File: src/rtl/vdp_bridge_pkg.sv
// vdp_bridge_pkg: shared types and constants for the CPU-to-VDP command bridge.
package vdp_bridge_pkg;
  typedef enum logic [1:0] {IDLE, STROBE, GAP} state_t;
  localparam logic [1:0] ADDR_REG_SELECT = 2'd0;
  localparam logic [1:0] ADDR_REG_DATA   = 2'd1;
  localparam logic [1:0] ADDR_VRAM_DATA  = 2'd2;
  localparam logic [1:0] ADDR_STATUS     = 2'd3;
  localparam int ST_FULL     = 7;
  localparam int ST_EMPTY    = 6;
  localparam int ST_OVERFLOW = 5;
  localparam int ST_BUSY     = 4;
  typedef struct packed {
    logic [1:0] mode;
    logic [7:0] data;
  } cmd_t;
  function automatic int max3(input int a, input int b, input int c);
    return (a > b) ? ((a > c) ? a : c) : ((b > c) ? b : c);
  endfunction
endpackage

File: src/rtl/vdp_cmd_fifo.sv
// vdp_cmd_fifo: first-word-fall-through synchronous FIFO with full/empty/count flags.
module vdp_cmd_fifo #(
  parameter int DEPTH = 8,
  parameter int WIDTH = 10
) (
  input  logic                     clk,
  input  logic                     reset_n,
  input  logic                     push,
  input  logic [WIDTH-1:0]         wdata,
  input  logic                     pop,
  output logic [WIDTH-1:0]         rdata,
  output logic                     full,
  output logic                     empty,
  output logic [$clog2(DEPTH):0]   count
);
  localparam int AW = $clog2(DEPTH);
  logic [WIDTH-1:0] mem [DEPTH];
  logic [AW-1:0] wp, rp;
  logic do_push, do_pop;
  assign do_pop  = pop & ~empty;
  // a pop in the same cycle frees the slot a full-FIFO push needs
  assign do_push = push & (~full | do_pop);
  assign full    = count == (AW+1)'(DEPTH);
  assign empty   = count == '0;
  assign rdata   = mem[rp];
  always_ff @(posedge clk or negedge reset_n) begin
    if (!reset_n) begin
      wp    <= '0;
      rp    <= '0;
      count <= '0;
    end else begin
      if (do_push) wp <= wp + AW'(1);
      if (do_pop) rp <= rp + AW'(1);
      count <= count + (AW+1)'(do_push) - (AW+1)'(do_pop);
    end
  end
  always_ff @(posedge clk)
    if (do_push) mem[wp] <= wdata;
endmodule

File: src/rtl/vdp_cpu_bridge.sv
// vdp_cpu_bridge: synchronises async CPU writes, queues them and replays them as paced VDP write strobes.
module vdp_cpu_bridge
  import vdp_bridge_pkg::*;
#(
  parameter int FIFO_DEPTH      = 8,
  parameter int STROBE_CYCLES   = 2,
  parameter int VRAM_GAP_CYCLES = 32,
  parameter int REG_GAP_CYCLES  = 1
) (
  input  logic       clk,
  input  logic       reset_n,
  input  logic       cpu_cs_n,
  input  logic       cpu_we_n,
  input  logic [1:0] cpu_addr,
  input  logic [7:0] cpu_data_in,
  output logic [7:0] cpu_data_out,
  output logic [1:0] vdp_mode,
  output logic       vdp_write,
  output logic       vdp_read,
  output logic [7:0] vdp_data,
  input  logic [7:0] vdp_data_rd
);
  localparam int CW = $clog2(max3(STROBE_CYCLES, VRAM_GAP_CYCLES, REG_GAP_CYCLES) + 1);
  logic [1:0] cs_s, we_s;
  logic wr_act, rd_act, wr_d, trail, push, pop, full, empty, overflow;
  logic [1:0] addr_r, mode_r;
  logic [7:0] data_r, status;
  logic [$clog2(FIFO_DEPTH):0] f_count;
  logic [CW-1:0] cnt, cnt_nx, gap_last;
  state_t state, state_nx;
  cmd_t wcmd, head;
  always_ff @(posedge clk or negedge reset_n) begin
    if (!reset_n) begin
      cs_s <= 2'b11;
      we_s <= 2'b11;
    end else begin
      cs_s <= {cs_s[0], cpu_cs_n};
      we_s <= {we_s[0], cpu_we_n};
    end
  end
  assign wr_act = ~cs_s[1] & ~we_s[1];
  assign rd_act = ~cs_s[1] & we_s[1];
  assign trail  = wr_d & ~wr_act;
  assign push   = trail & (addr_r != ADDR_STATUS);
  assign pop    = (state == IDLE) & ~empty;
  assign wcmd   = '{mode: addr_r, data: data_r};
  always_ff @(posedge clk or negedge reset_n) begin
    if (!reset_n) begin
      wr_d   <= 1'b0;
      addr_r <= '0;
      data_r <= '0;
    end else begin
      wr_d <= wr_act;
      if (wr_act) begin
        addr_r <= cpu_addr;
        data_r <= cpu_data_in;
      end
    end
  end
  vdp_cmd_fifo #(.DEPTH(FIFO_DEPTH), .WIDTH($bits(cmd_t))) u_fifo (
    .clk(clk), .reset_n(reset_n), .push(push), .wdata(wcmd), .pop(pop),
    .rdata(head), .full(full), .empty(empty), .count(f_count)
  );
  assign gap_last = (mode_r == ADDR_VRAM_DATA) ? CW'(VRAM_GAP_CYCLES - 1) : CW'(REG_GAP_CYCLES - 1);
  always_comb begin
    state_nx = state;
    cnt_nx   = cnt;
    unique case (state)
      IDLE: begin
        state_nx = empty ? IDLE : STROBE;
        cnt_nx   = '0;
      end
      STROBE: begin
        state_nx = (cnt == CW'(STROBE_CYCLES - 1)) ? GAP : STROBE;
        cnt_nx   = (cnt == CW'(STROBE_CYCLES - 1)) ? '0 : cnt + CW'(1);
      end
      GAP: begin
        state_nx = (cnt == gap_last) ? IDLE : GAP;
        cnt_nx   = (cnt == gap_last) ? '0 : cnt + CW'(1);
      end
      default: begin
        state_nx = IDLE;
        cnt_nx   = '0;
      end
    endcase
  end
  always_ff @(posedge clk or negedge reset_n) begin
    if (!reset_n) begin
      state    <= IDLE;
      cnt      <= '0;
      mode_r   <= '0;
      vdp_data <= '0;
      overflow <= 1'b0;
    end else begin
      state <= state_nx;
      cnt   <= cnt_nx;
      if (pop) begin
        mode_r   <= head.mode;
        vdp_data <= head.data;
      end
      if (trail && addr_r == ADDR_STATUS) overflow <= 1'b0;
      else if (push && full && !pop) overflow <= 1'b1;
    end
  end
  assign vdp_write    = state == STROBE;
  assign vdp_read     = rd_act & (cpu_addr != ADDR_STATUS) & (state == IDLE) & empty;
  assign vdp_mode     = vdp_read ? cpu_addr : mode_r;
  assign status       = {full, empty, overflow, state != IDLE, 4'(f_count)};
  assign cpu_data_out = !rd_act ? 8'h00 : (cpu_addr == ADDR_STATUS) ? status : vdp_data_rd;
endmodule

File: config.mk
export PLATFORM = sky130hd
export DESIGN_NAME = vdp_cpu_bridge
export DESIGN_NICKNAME = d
export VERILOG_FILES = /design/src/rtl/vdp_bridge_pkg.sv /design/src/rtl/vdp_cmd_fifo.sv /design/src/rtl/vdp_cpu_bridge.sv
export SDC_FILE = /design/constraint.sdc
export NUM_CORES = 1
export LEC_CHECK = 0
export BUFFER_PORTS_ARGS = -buffer_cell sky130_fd_sc_hd__buf_4
export CORE_MARGIN = 8
export CORE_UTILIZATION = 41
export CTS_CLUSTER_SIZE = 20
export DETAILED_ROUTE_END_ITERATION = 10
export MAX_ROUTING_LAYER = met4
export PLACE_DENSITY = 0.55
export SLEW_MARGIN = 20
export SYNTH_ARGS = -nofsm -noshare
export SYNTH_HDL_FRONTEND = slang
export SYNTH_SLANG_ARGS = --single-unit
File: constraint.sdc
create_clock -name clk -period 3.2 [get_ports clk]
set_input_delay 0.16 -clock clk [delete_from_list [all_inputs] [get_ports clk]]
set_output_delay 0.16 -clock clk [all_outputs]
set_load 0.01 [all_outputs]
Word-level counts from Yosys, hierarchy flattened:

Memory sizes are Yosys's and may differ from the RTL's. A register that Yosys moved wholly into a read port is not among the register bits.
Cells that the tools add are included.

* memories kept: 1
* input port bits: 22
* logic and storage cells: 67
* bits in registers: 34
* bits in writable memories: 80
* output and inout bits: 20

* equal/unequal tests: 10
* bitwise operators: 16
* add/sub/neg operators: 5
* reductions and logical operators: 9
* multiplexer cells: 15

Memory list
* u_fifo.mem: words 8, width 10, rd ports 1, clocked after Yosys merged registers in 1, write ports 1, line vdp_cmd_fifo.sv:17 `logic [WIDTH-1:0] mem [DEPTH];`

Operators with widths (number)
* 8-bit 2-to-1 mux: 2
* 6-bit 2-to-1 mux: 2
* 6-bit one-hot mux with 2 select lines: 1
* 1-bit bitwise AND: 10
* 2-bit equality test, second input constant: 4
* 3-bit by 1-bit adder with 3-bit output, second input constant: 2
* 6-bit by 1-bit adder with 6-bit output, second input constant: 1
* 6-bit by 1-bit equality test with 1-bit output, second input constant: 1
* 6-bit by 5-bit equality test with 1-bit output: 1
* 2-bit 2-to-1 mux: 3
* 2-bit one-hot mux with 3 select lines: 1
* 1-bit 2-to-1 mux: 5
* 5-bit 2-to-1 mux: 1
* 1-bit NOT: 5
* 4-bit by 1-bit adder with 4-bit output: 1
* 4-bit equality test, second input constant: 1
* 4-bit zero test: 1
* 2-bit inequality test, second input constant: 2
* 2-bit nonzero test: 2
* 4-bit by 1-bit subtractor with 4-bit output: 1
* 1-bit logical AND: 3
* 2-bit by 1-bit equality test with 1-bit output, second input constant: 1
* 1-bit zero test: 2
* 2-bit zero test: 1
* 1-bit bitwise OR: 1

Logic depth before layout (Yosys ltp):

* word-level depth: 9
* gate-level depth with buffers: 9
* mapped depth without buffers: 9

Hierarchy:

A second synthesis with hierarchy kept.

* cell total of the unflattened synthesis: 309
* area, all modules: 5257.5 µm²

By module, submodules not included
* vdp_cmd_fifo: sequential area each 2652.5 µm², times used 1, cells each 175, area each 3692.3 µm²
* vdp_cpu_bridge: sequential area each 855.8 µm², times used 1, cells each 134, area each 1565.3 µm²

Worst setup path after synthesis:

OpenSTA, ideal clock, no wires.

* path kind: reg2reg
* start point: register state[0]
* end point: memory u_fifo.mem[0][0] (enable)
* arrival: 2.069 ns
* library setup time: 0.390 ns
* period minus slack after synthesis: 2.459 ns
* slack: 0.741 ns
* stages on the path, launching flop included: 7
* buffers on the path: 0
* required time: 2.810 ns
* cells stage by stage: dfrtp_1 -> inv_1 -> ha_1 -> nand2b_1 -> a221oi_4 -> nand2b_1 -> nor3_1

* word-level cells in the longest chain between the ends: 7

RTL lines
* start: declaration: line vdp_cpu_bridge.sv:30 `state_t state, state_nx;`
* start signal: assignment: line vdp_cpu_bridge.sv:95 `state <= state_nx;`
* 2-bit zero test: line vdp_cpu_bridge.sv:45 `assign pop = (state == IDLE) & ~empty;`
* 1-bit bitwise AND: line vdp_cpu_bridge.sv:45
* 1-bit bitwise AND: line vdp_cmd_fifo.sv:20 `assign do_pop = pop & ~empty;`
* 1-bit bitwise OR: line vdp_cmd_fifo.sv:22 `assign do_push = push & (~full | do_pop);`
* 1-bit bitwise AND: line vdp_cmd_fifo.sv:22
* via u_fifo.do_push: line vdp_cmd_fifo.sv:19 `logic do_push, do_pop;`
* 1-bit 2-to-1 mux: line vdp_cmd_fifo.sv:38 `if (do_push) mem[wp] <= wdata;`
* 1-bit 2-to-1 mux (implied by the code): line vdp_cmd_fifo.sv:38
* end: declaration: line vdp_cmd_fifo.sv:17

The timed path passes the listed nets, and every way through them passes these cells.

Worst setup path after layout:

* start point: register state[0]
* end point: memory u_fifo.mem[5][5] (enable)

Same word-level chain as after synthesis.

==> impl_results.md <==
- Ys async rst share: 35.48%
- Antenna Nets Post-Route: 0
- Leakage power: 2.469 nW
- Synth-to-Final Area Change: 25.14%
- Synth Instances: 319
- Pins Over Slew Limit: 0
- Share of cells above drive strength 1: 31.09%
- Switching part of the total: 28.32%
- Max incr delay on CP: 680 ps
- CP Depth: 6
- Logic pwr share: 24.9%
- Worst path cell trace: inv_1 > ha_1 > nand2b_1 > a221oi_4 > nand2_1 > nor2_1
- Max IR drop VDD: 0.3707 mV
- Multiplexer area fraction after synthesis: 13.39%
- Syn_nets: 355
- CORE AREA: 12410 µm²
- Switching Power: 0.001620 W
- DR pass1 iterations: 4
- Critical Path Fanout Max: 10
- Row cnt: 41
- Unrepaired setup endpoints after global routing: no
- Most frequent cells in the layout: edfxtp_1, buf_4, dfrtp_1
- GR met3 Demand/Resource: 4.576%
- Synth Area in Simple Gates: 6.963%
- GR peak layer: met2
- Tmin final: 2565 ps
- Max Freq: 0.3899 GHz
- Worst EP required: 3230 ps
- DRC: 0
- Post-synthesis compound-gate area fraction: 4.007%
- Yosys cell types: 34
- Status: finished clean
- Pin count of the biggest net entering global routing: 45
- H-tree depth: 4
- Leading cell type in the layout, fill and taps excluded: edfxtp_1
- 1st-iter DRT viols: 211
- Worst rel slew slack: 34.37%
- Register bit total from synthesis: 124
- Synth Area in Adders: 3.567%
- Worst Tran Pin Value: 984.5 ps
- R2R depth: 6
- Top delay family on crit path: simple AND/OR/NAND/NOR gates
- Wirelength per Cell: 16.72 µm
- Clock Sink Count: 124
- Post-synth top flop: edfxtp_1
- Final setup viols: 0
- Critical Path AT: 2600 ps
- Final Hold Vio Count: 0
- Clock power share: 35.5%
- Root buf cell: clkbuf_16
- Deepest clock path buffer count: 2
- Skew final: 4.491 ps
- GRT Residual Overflow: 0
- Number of synthesized flops with an enable pin: 80
- Startpoint types: register
- Routed vias: 2791
- Total GRT Usage: 13.27%
- Post-synthesis xor/xnor area fraction: 1.710%
- Pwr/cell area: 892.5 nW/µm²
- DIE WIDTH: 127.8 µm
- Sequential share of power: 39.6%
- Synth warnings: 0
- Synthesized area per cell: 16.05 µm²
- Largest family of logic cells by synthesized area: multiplexers
- # diodes: 0
- Post-layout util: 51.62%
- Slowest CP cell: nor2_1
- Bufs and invs on worst path: 1
- Setup TNS: 0 ps
- Antenna violations before repair: 0
- CTS Buf Count: 17
- # resized after CTS: 0
- HP Class: in -> reg
- # IOs: 42
- Cell internal pwr: 0.004100 W
- Skew-Pair Late Insertion Delay: 410 ps
- Area of the die: 16320 µm²
- Vias in the first global route: 2965
- Initial Util: 41.25%
- RD Place Congestion: 0.7586
- Met1 Usage GRT: 16.92%
- Hold path depth: 2
- GR Util met2: 18.89%
- Routed WL: 9595 µm
- Port bufs: 41
- Cell Area, Synth: 5121 µm²
- Final-layout fill cell count: 1056
- Final-stage net count: 425
- Final Cycle Share: 80.15%
- Post-DP HPWL: 6424 µm
- Max_cap viols: 0
- Clock slew seen by the registers of the worst setup and hold paths: 50 ps
- CTS tree: yes
- Sequential fraction of the synthesis area: 68.51%
- Chip height: 127.8 µm
- First-pass GRT wire length: 15770 µm
- Via density: 4.862
- CP Capture Type: register
- Setup Crit Path Kind: reg -> reg
## worst reg2reg max path, cell delays in order, from the launching register on
cell	delay [ps]
dfrtp_1	400
inv_1	80
ha_1	290
nand2b_1	160
a221oi_4	400
nand2_1	180
nor2_1	680
## flip-flops by register name (all words and copies together) (netlist names)
name,cells
u_fifo.count,4
vdp_data,8
u_fifo.wp,3
u_fifo.mem,80
overflow,1
u_fifo.rp,3
data_r,8
we_s,2
wr_d,1
addr_r,2
cnt,6
cs_s,2
mode_r,2
state,2
## timing repair
item / in CTS / in global routing
hold buffers: 11 / 0
endpoints found under the hold margin: 50 / 0
setup buffers: 0 / 0
## per-layer routing
metal  share of wire [%]  vias up
met5                   0        -
met4                 1.3        0
met3                 4.5       12
met2                  46       52
met1                  48     1397
li1                    -     1330
## cells in the mapped netlist, types with 2 or more instances
cell	instances	area, µm²
a21oi_1	12	60.06
nor3b_1	2	15.01
mux2i_1	10	100.1
clkbuf_1	2	7.510
inv_1	11	41.29
xnor2_1	5	43.79
buf_2	7	35.03
ha_1	13	162.7
nand2b_1	6	37.54
dfrtp_1	40	1001
o21ai_0	12	60.06
edfxtp_1	80	2402
nand3_1	14	70.07
mux2_2	12	135.1
dfstp_2	4	105.1
o22a_2	2	20.02
nor2_1	21	78.83
nand2_1	26	97.59
mux4_2	20	450.4
nor3_1	2	10.01
xor2_1	5	43.79
## power groups by stage
stage / registers, W / clock network [W] / logic [W]
6_report: 0.00226 / 0.00203 / 0.00143
5_1_grt: 0.00231 / 0.00213 / 0.00161
4_1_cts: 0.00228 / 0.00207 / 0.00147
3_5_place_dp: 0.00231 / 0 / 0.00145
3_3_place_gp: 0.00229 / 0 / 0.00143
2_1_floorplan: 0.00219 / 0 / 0.00107
## path summary, 6_finish.rpt
path / end / slack (ps) / start
hold reg to reg: cs_s[1] / 350 / cs_s[0]
min in group asynchronous: addr_r[0] / 300 / reset_n
setup reg to reg: u_fifo.mem[5][5] / 640 / state[0]
hold / removal: addr_r[1] / 100 / cpu_addr[1]
setup / recovery: u_fifo.mem[5][5] / 640 / state[0]
max in group asynchronous: vdp_data[2] / 2500 / reset_n
## metrics by stage
stage                     std cells  cell area (µm²)  worst slack [ps]  power (W)  hold WS, ps
final                           574             6409             635.2   0.005720        98.17
after global routing            574             6409             431.0   0.006050        97.99
after CTS                       574             6406             593.7   0.005812        82.70
after detailed placement        531             5665             618.9   0.003757        211.1
after global placement          531             5665             692.7   0.003726        210.6
after floorplan                 319             5121             741.2   0.003263       -135.6
## cell families (layout without fill, tap and decap cells)
| group | Yosys count | in the layout |
|---|---|---|
| buffers and inverters | 22 | 105 |
| AO/OA/AOI/OAI | 31 | 31 |
| adder cells (fa/ha/maj) | 14 | 14 |
| flip-flops | 124 | 124 |
| AND/OR/NAND/NOR | 76 | 76 |
| multiplexers | 42 | 42 |
| XOR/XNOR | 10 | 10 |
## final cells by class
type | count | area (µm²) | share of cell area (%)
tap | 172 | 215.2 | 3.358
inverter | 11 | 41.29 | 0.6443
sequential | 124 | 3508 | 54.74
clock inverter | 13 | 197.7 | 3.085
timing repair buffer | 62 | 493.0 | 7.692
multi-input combinational | 173 | 1520 | 23.72
clock buffer | 19 | 432.9 | 6.755
Note: power is estimated with default switching activity, not from simulation.
